File: src/rtl/box_pkg.sv
// box_pkg: shared widths, screen defaults and FSM state type for the box drawer
package box_pkg;
  localparam int X_W          = 8;
  localparam int Y_W          = 7;
  localparam int CLR_W        = 3;
  localparam int SCALE_W      = 6;
  localparam int SCREEN_W_DEF = 160;
  localparam int SCREEN_H_DEF = 120;
  typedef enum logic [1:0] {IDLE, DRAW, DONE} state_t;
endpackage

File: src/rtl/box_scan_counter.sv
// box_scan_counter: row-major cx/cy walker over an N x N box with last-pixel flag
module box_scan_counter
  import box_pkg::*;
(
  input  logic               clk,
  input  logic               rst_n,
  input  logic               i_clr,
  input  logic               i_en,
  input  logic [SCALE_W-1:0] i_n,
  output logic [SCALE_W-1:0] o_cx,
  output logic [SCALE_W-1:0] o_cy,
  output logic               o_last
);
  logic [SCALE_W-1:0] r_cx, r_cy;
  logic               w_row_end;
  assign w_row_end = r_cx == i_n - SCALE_W'(1);
  assign o_last    = w_row_end && (r_cy == i_n - SCALE_W'(1));
  assign o_cx      = r_cx;
  assign o_cy      = r_cy;
  // x advances every enabled cycle, wrapping to the next row at the side length
  always_ff @(posedge clk or negedge rst_n)
    if (!rst_n) begin
      r_cx <= '0;
      r_cy <= '0;
    end else if (i_clr) begin
      r_cx <= '0;
      r_cy <= '0;
    end else if (i_en) begin
      r_cx <= w_row_end ? '0 : r_cx + SCALE_W'(1);
      r_cy <= w_row_end ? r_cy + SCALE_W'(1) : r_cy;
    end
endmodule

File: config.mk
export PLATFORM = sky130hd
export DESIGN_NAME = box_scan_counter
export DESIGN_NICKNAME = d
export VERILOG_FILES = /design/src/rtl/box_pkg.sv /design/src/rtl/box_scan_counter.sv
export SDC_FILE = /design/constraint.sdc
export NUM_CORES = 1
export LEC_CHECK = 0
export CORE_MARGIN = 1.5
export CORE_UTILIZATION = 52
export CTS_BUF_LIST = sky130_fd_sc_hd__clkbuf_16
export CTS_CLUSTER_DIAMETER = 150
export CTS_CLUSTER_SIZE = 20
export DETAILED_ROUTE_END_ITERATION = 12
export HOLD_SLACK_MARGIN = 0.15
export PLACE_DENSITY = 0.85
export SYNTH_ARGS = -nofsm -noshare
export SYNTH_HDL_FRONTEND = slang
export SYNTH_SLANG_ARGS = --single-unit
File: constraint.sdc
create_clock -name clk -period 3.6 [get_ports clk]
set_input_delay 0.36 -clock clk [delete_from_list [all_inputs] [get_ports clk]]
set_output_delay 0.36 -clock clk [all_outputs]
set_load 0.02 [all_outputs]
* Word-level counts from Yosys, hierarchy flattened
Cells that the tools add are included.
Word-level totals: flip-flop bits (word level) 12, bits in latches 0, memory bits (writable) 0, bits in read-only memories 0, input port bits 10, output and inout bits 13, logic and storage cells 17, memories 0
Cells by class: add/sub/neg operators 3, $mul 0, div/mod/pow operators 0, $lt $le $gt $ge 0, equal/unequal tests 2, shift operators 0, mux-type cells 6, bitwise logic cells 0, reduce and logical (&&, ||, !) cells 4
Operator list (number):
- two-way mux 6 bit | 6
- adder 6 x 1 -> 6 bit (second input constant) | 2
- == test 6 bit | 2
- subtractor 6 x 1 -> 6 bit (second input constant) | 1
- nonzero test 2 bit | 2
- AND reduction 2 bit | 1
- logical AND 1 bit | 1

* Depth between registers and ports, before layout
Gate-level depths: netlist of the first run.
depth in word-level cells 5, mapped depth 7, mapped depth without buffers 7

* Least setup slack after synthesis of the first run
No wires, ideal clock.
kind input -> output, start input port i_n[0], end output port o_last, arrival time 1.784 ns, required time 3.240 ns, path slack 1.456 ns, stages 7, buffers on the path 0, cell sequence inv_1 -> ha_1 -> nor3b_1 -> xnor2_1 -> nand4_1 -> nor2_1 -> and4_1
Between the ends: word-level cells in the longest chain between the ends 3, elaborated cells on any way between the ends 4, those cells by class 1 x add/sub; 2 x eq/ne; 1 x reduce/logical
RTL lines:
- from (decl) | RTL line box_scan_counter.sv:9 | input logic [SCALE_W-1:0] i_n,
- subtractor 6 x 1 -> 6 bit (*) | RTL line box_scan_counter.sv:16, box_scan_counter.sv:17
- == test 6 bit, on equally long branches | RTL line box_scan_counter.sv:16, box_scan_counter.sv:17
- logical AND 1 bit (*) | RTL line box_scan_counter.sv:17 | assign o_last = w_row_end && (r_cy == i_n - SCALE_W'(1));
- to (decl) | RTL line box_scan_counter.sv:12 | output logic o_last
Mark *: on every way between the ends. The rest lies on a longest branch, timed or not.

* Worst setup path after layout of the first run
Same ends and word-level chain as after synthesis.

==> impl_metrics.yaml, run 1 <==
timing:
  worst_pin_slew_ns: 0.643
  setup_viol: 0
  fin_crit_sh_pct: 89.2
  skew_ns: 0.00323
  hold_viol: 0
  period_needed_ns: 3.21
  finalSetupTns_ns: 0
  max_freq_mhz: 312
  rsz0062_at_grt: "false"
  slew_violations: 0
  relSlewSlack_pct: 57.0
detailed_routing:
  wl_mm: 2.17
  vias: 818
  ant_nets: 0
  initialDrtViolationCount: 28
  remaining_drc_errors: 0
  firstDrtPassIters: 4
  detail_route.vias_per_cell: 5.97
  routedWlPerCell_um: 15.9
setup_path:
  cp_cell_sequence: "clkdlybuf4s50_1 > inv_1 > ha_1 > xnor2_1 > xor2_1 > nand4_1 > nor2_1 > and4_1 > clkdlybuf4s50_1"
  cp-start-kind: "input port"
  timing.critical_path.buf_inv: 3
  arrival_ns: 2.85
  crit_fanout: 4
  cpMostUsedCell: "clkdlybuf4s50_1"
  path_class: "input port to output pin"
  cp_slowest_cell: "clkdlybuf4s50_1"
  critPathMaxStageDelay_ns: 0.62
  crit_required_ns: 3.24
  path_delay_family: "buffers and inverters"
  reg2reg_from: "o_cx[3]$_DFFE_PN0P_"
  critPathLaunch: "i_n[0]"
  end_kind: "output pin"
clock_tree:
  postCtsHoldBufs: 0
  clk_path_buf_depth: 2
  clk_latency_ns: 0.24
  post_cts_buffers: 0
  ctsResizeCount: 0
  htreeDepth: 1
  clk_pin_slew_ns: 0.05
  cts_buffers: 3
  cts_sinks: 12
  clockRootBuffer: "clkbuf_16"
  cts_tree: "done"
synthesis:
  avgSynthCellArea_um2: 9.64
  synthMuxAreaShare_pct: 5.95
  synth_compound_area_share_pct: 6.35
  yosysTopAreaCell: "dfrtp_1"
  synth_flop_cell: "dfrtp_1"
  yosys_register_bits: 12
  synthArstFlopShare_pct: 100
  synth_fa_ha_area_share_pct: 4.05
  netlist_top_cells_area: "dfrtp_1, xnor2_1, xor2_1"
  ys_warn_count: 0
  synthCells: 96
  synth_top_area_share_pct: 32.4
  netlist-cell-type-count: 30
  synth_fp_nets: 109
  synth_most_common_cell: "xnor2_1"
  ys_seq_area_share_pct: 32.4
  synthesis.area_um2: 926
  yosys.area_share.simple_pct: 28.2
  synth_top_family_by_area: "simple AND/OR/NAND/NOR gates"
  yosys-top-cells-count: "xnor2_1, dfrtp_1, nor2_1, xor2_1, nor4_1"
  yosys.area_share.xor_xnor_pct: 20.5
  synth_edf_count: 0
min_path:
  hp-class: "input port to async pin"
pwr:
  power_density_nw_per_um2: 331
  seq_power_share_pct: 34.4
  switching_share_pct: 23.4
  switchingPower_uw: 96.4
  pwr-share-clk_pct: 49.9
  p_leak_nw: 0.507
  power_uw: 411
  p_int_uw: 315
  vdd_drop_max_mv: 0.237
  combPwrFrac_pct: 15.8
cells_and_area:
  drive_gt1_share_pct: 8.33
  fin_nets: 134
  seqCellArea_um2: 300
  n_antenna_cell: 0
  fillCellCount: 125
  multi_input_area_um2: 603
  area_growth_pct: 34.2
die:
  io_pins: 23
  die_width_um: 45.2
  placementRows: 15
  die_h_um: 45.2
  core_area_um2: 1690
  die_area_um2: 2040
  initial_core_util_pct: 54.8
flow_run:
  drv_cap: 0
global_routing:
  grt_pass1_vias: 747
  grt_pass1_wl_mm: 3.42
  grt_usage_pct: 23.4
  grt.overflow.total: 0
  grt_start_max_net_pins: 21
  antenna_found_initial: 0
placement:
  gp_congestion: 0.830
  port_buffers: 22
  hpwl_mm: 1.49
run_status:
  status: "finished, final reports clean"
==> area by class of cell <==
class	count	share of cell area, %
repair buffers	23	18.3
well taps	17	1.71
clock inverters	1	0.302
clock buffers	3	6.04
flip-flops and latches	12	24.2
inverters	3	0.906
multi-input cells	78	48.5
==> metal layers <==
layer	global-route usage, %	share of wire [%]
met4	8.82	1.6
met2	38.3	51
met1	30.8	42
met5	0	0
met3	4.00	5.3
==> cell usage in the layout (no fill, tap or decap), drive strengths merged, types with 2 or more instances in the layout <==
master / Yosys / routed
nand2b: 4 / 4
xnor2: 13 / 13
nand4: 2 / 2
clkdlybuf4s50: 0 / 22
dfrtp: 12 / 12
nor3b: 3 / 3
nand3: 3 / 3
clkbuf: 3 / 3
and3: 3 / 3
mux2: 4 / 4
nand2: 3 / 3
nor4: 5 / 5
o2111ai: 2 / 2
xor2: 6 / 6
nor3: 4 / 4
ha: 3 / 3
inv: 3 / 3
nor2: 8 / 8
nor2b: 4 / 4
a21oi: 3 / 3
==> through the flow <==
stage	instances	hold slack, ns	area, µm²	setup WS [ns]	utilization (%)
4_1_cts	137	0.506	1240	0.394	73.6
3_3_place_gp	133	0.623	1160	0.497	68.9
3_5_place_dp	133	0.627	1160	0.426	68.9
2_1_floorplan	96	0.0644	926	1.46	-
6_report	137	0.497	1240	0.390	73.6
5_1_grt	137	0.537	1240	0.289	73.6
==> flip-flops by register name, summed over array words and instances, names as in the netlist <==
register and flops:
o_cy 6, o_cx 6
==> power groups by stage <==
stage | Clock [mW] | Combinational [mW] | Sequential, mW
2_1_floorplan | 0 | 0.0337 | 0.145
3_3_place_gp | 0 | 0.0622 | 0.143
3_5_place_dp | 0 | 0.0631 | 0.143
4_1_cts | 0.208 | 0.0651 | 0.141
5_1_grt | 0.217 | 0.0697 | 0.142
6_report | 0.205 | 0.0649 | 0.141
==> cell families after synthesis <==
logic type	after synthesis
adders and majority gates	3
AOI/OAI and AO/OA	9
muxes	5
and+or+nand+nor	41
buffers and inverters	6
DFF	12
xor gates and xnor gates	20
==> path summary, 6_finish.rpt <==
| check | end | slack [ns] | depth (start not counted) |
|---|---|---|---|
| worst min register to register | o_cx[5]$_DFFE_PN0P_ | 0.63 | 3 |
| max in group asynchronous | o_cx[1]$_DFFE_PN0P_ | 2.72 | 1 |
| min in group clk | o_cx[5]$_DFFE_PN0P_ | 0.63 | 3 |
| worst max-delay path | o_last | 0.39 | 9 |
| worst min-delay path | o_cy[0]$_DFFE_PN0P_ | 0.50 | 1 |
| worst max register to register | o_cy[4]$_DFFE_PN0P_ | 1.55 | 6 |
Note: power is estimated with default switching activity, not from simulation.
==> run 2: changes to the inputs <==
Settings changed: GPL_ROUTABILITY_DRIVEN set to 0, SLEW_MARGIN set to 0.
==> results of run 2 <==
The final DEF is identical to that of run 1; final timing and power are the same.
==> run 3: changes to the inputs <==
Settings changed: RECOVER_POWER set to 50.
==> run 3 against run 2 <==
Compared with the run above:
- maximum frequency barely moved
- total power about the same
- register-to-register slack better by 0.02 ns
- critical endpoint unchanged
- largest cell class unchanged
- die area unchanged
- setup slack about the same
- clock power about the same
- combinational power shrank 0.9%
- sequential share of layout area did not move
- worst hold slack improved by 0.058 ns
- highest routed layer unchanged
- first-iteration DRC count increased by 3.6%
==> impl_metrics.yaml, run 3 (synthesis results as in run 1) <==
detailed_routing:
  firstDrtPassIters: 4
  vias: 802
  initialDrtViolationCount: 29
  detail_route.vias_per_cell: 5.85
  wl_mm: 2.17
  ant_nets: 0
  routedWlPerCell_um: 15.8
  remaining_drc_errors: 0
timing:
  fin_crit_sh_pct: 89.2
  slew_violations: 0
  relSlewSlack_pct: 56.2
  skew_ns: 0.00277
  worst_hold_slack_ns: 0.555
  hold_viol: 0
  rsz0062_at_grt: "false"
  max_freq_mhz: 312
  setup_viol: 0
  period_needed_ns: 3.21
  finalSetupTns_ns: 0
  worst_pin_slew_ns: 0.655
clock_tree:
  ctsResizeCount: 0
  post_cts_buffers: 0
  cts_tree: "done"
  clockRootBuffer: "clkbuf_16"
  postCtsHoldBufs: 0
  clk_latency_ns: 0.24
  cts_buffers: 3
  clk_pin_slew_ns: 0.05
  cts_sinks: 12
  htreeDepth: 1
  clk_path_buf_depth: 2
cells_and_area:
  stdcell_area_um2: 1240
  mostFrequentLayoutCells: "clkdlybuf4s50_1, xnor2_1, dfrtp_1"
  area_growth_pct: 34.2
  fin_nets: 134
  n_antenna_cell: 0
  layout.cells.most_common: "clkdlybuf4s50_1"
  fillCellCount: 125
  drive_gt1_share_pct: 8.33
setup_path:
  cp-start-kind: "input port"
  critPathLaunch: "i_n[0]"
  crit_fanout: 4
  reg2reg_from: "o_cx[3]$_DFFE_PN0P_"
  crit_required_ns: 3.24
  path_class: "input port to output pin"
  arrival_ns: 2.85
  end_kind: "output pin"
placement:
  hpwl_mm: 1.49
  port_buffers: 22
  dpl_cell_area_um2: 1160
global_routing:
  grt_start_max_net_pins: 21
  grt.overflow.total: 0
  antenna_found_initial: 0
  grt_pass1_wl_mm: 3.42
  grt_pass1_vias: 747
  grt_usage_pct: 23.4
min_path:
  hp-class: "input port to async pin"
pwr:
  vdd_drop_max_mv: 0.237
  p_leak_nw: 0.529
  power_density_nw_per_um2: 331
flow_run:
  drv_cap: 0
die:
  die_width_um: 45.2
  die_h_um: 45.2
  initial_core_util_pct: 54.8
  die_area_um2: 2040
  placementRows: 15
  core_area_um2: 1690
  io_pins: 23
run_status:
  status: "finished, final reports clean"
[run 3: changes by cell type in the layout (fill, tap and decap cells not counted)]
cell,delta
dlygate4sd3_1,+7
clkdlybuf4s50_1,-7
[run 3: through the flow]
step / setup WS (ns) / std cells / power (mW) / util (%)
floorplan: 1.46 / 96 / 0.179 / -
global placement: 0.497 / 133 / 0.206 / 68.9
detailed placement: 0.426 / 133 / 0.207 / 68.9
CTS: 0.394 / 137 / 0.415 / 73.6
global route: 0.289 / 137 / 0.428 / 73.6
finish: 0.390 / 137 / 0.411 / 73.6
[run 3: critical path: stages]
cell	delay [ns]
clkdlybuf4s50_1	0.62
inv_1	0.08
ha_1	0.22
xnor2_1	0.28
xor2_1	0.17
nand4_1	0.15
nor2_1	0.18
and4_1	0.19
clkdlybuf4s50_1	0.60
[run 3: power breakdown]
| group | internal (mW) | leakage (nW) | switching (mW) |
|---|---|---|---|
| clock network | 0.146 | 0.0385 | 0.0591 |
| registers | 0.137 | 0.166 | 0.00393 |
| logic | 0.0307 | 0.324 | 0.0336 |
[run 3: per-layer routing]
layer	GRT usage, %	wire (µm)	up-vias
li1	-	-	392
met1	30.8	953	379
met2	38.3	1080	27
met3	4.00	105	4
met4	8.82	34	0
met5	0	0	-
[run 3: layout make-up]
| cell class | instances | area [µm²] | share of cell area [%] |
|---|---|---|---|
| inverter | 3 | 11.3 | 0.906 |
| sequential | 12 | 300 | 24.2 |
| tap | 17 | 21.3 | 1.71 |
| multi-input combinational | 78 | 603 | 48.5 |
| clock inverter | 1 | 3.75 | 0.302 |
| timing repair buffer | 23 | 228 | 18.3 |
| clock buffer | 3 | 75.1 | 6.04 |
[run 3: worst paths after layout]
path	endpoint	slack (ns)	depth (start not counted)
worst max-delay path	o_last	0.39	9
worst min-delay path	o_cy[0]$_DFFE_PN0P_	0.56	1
worst max register to register	o_cy[4]$_DFFE_PN0P_	1.57	6
worst min register to register	o_cx[5]$_DFFE_PN0P_	0.62	3
max in group asynchronous	o_cx[1]$_DFFE_PN0P_	2.67	1
min in group clk	o_cx[5]$_DFFE_PN0P_	0.62	3
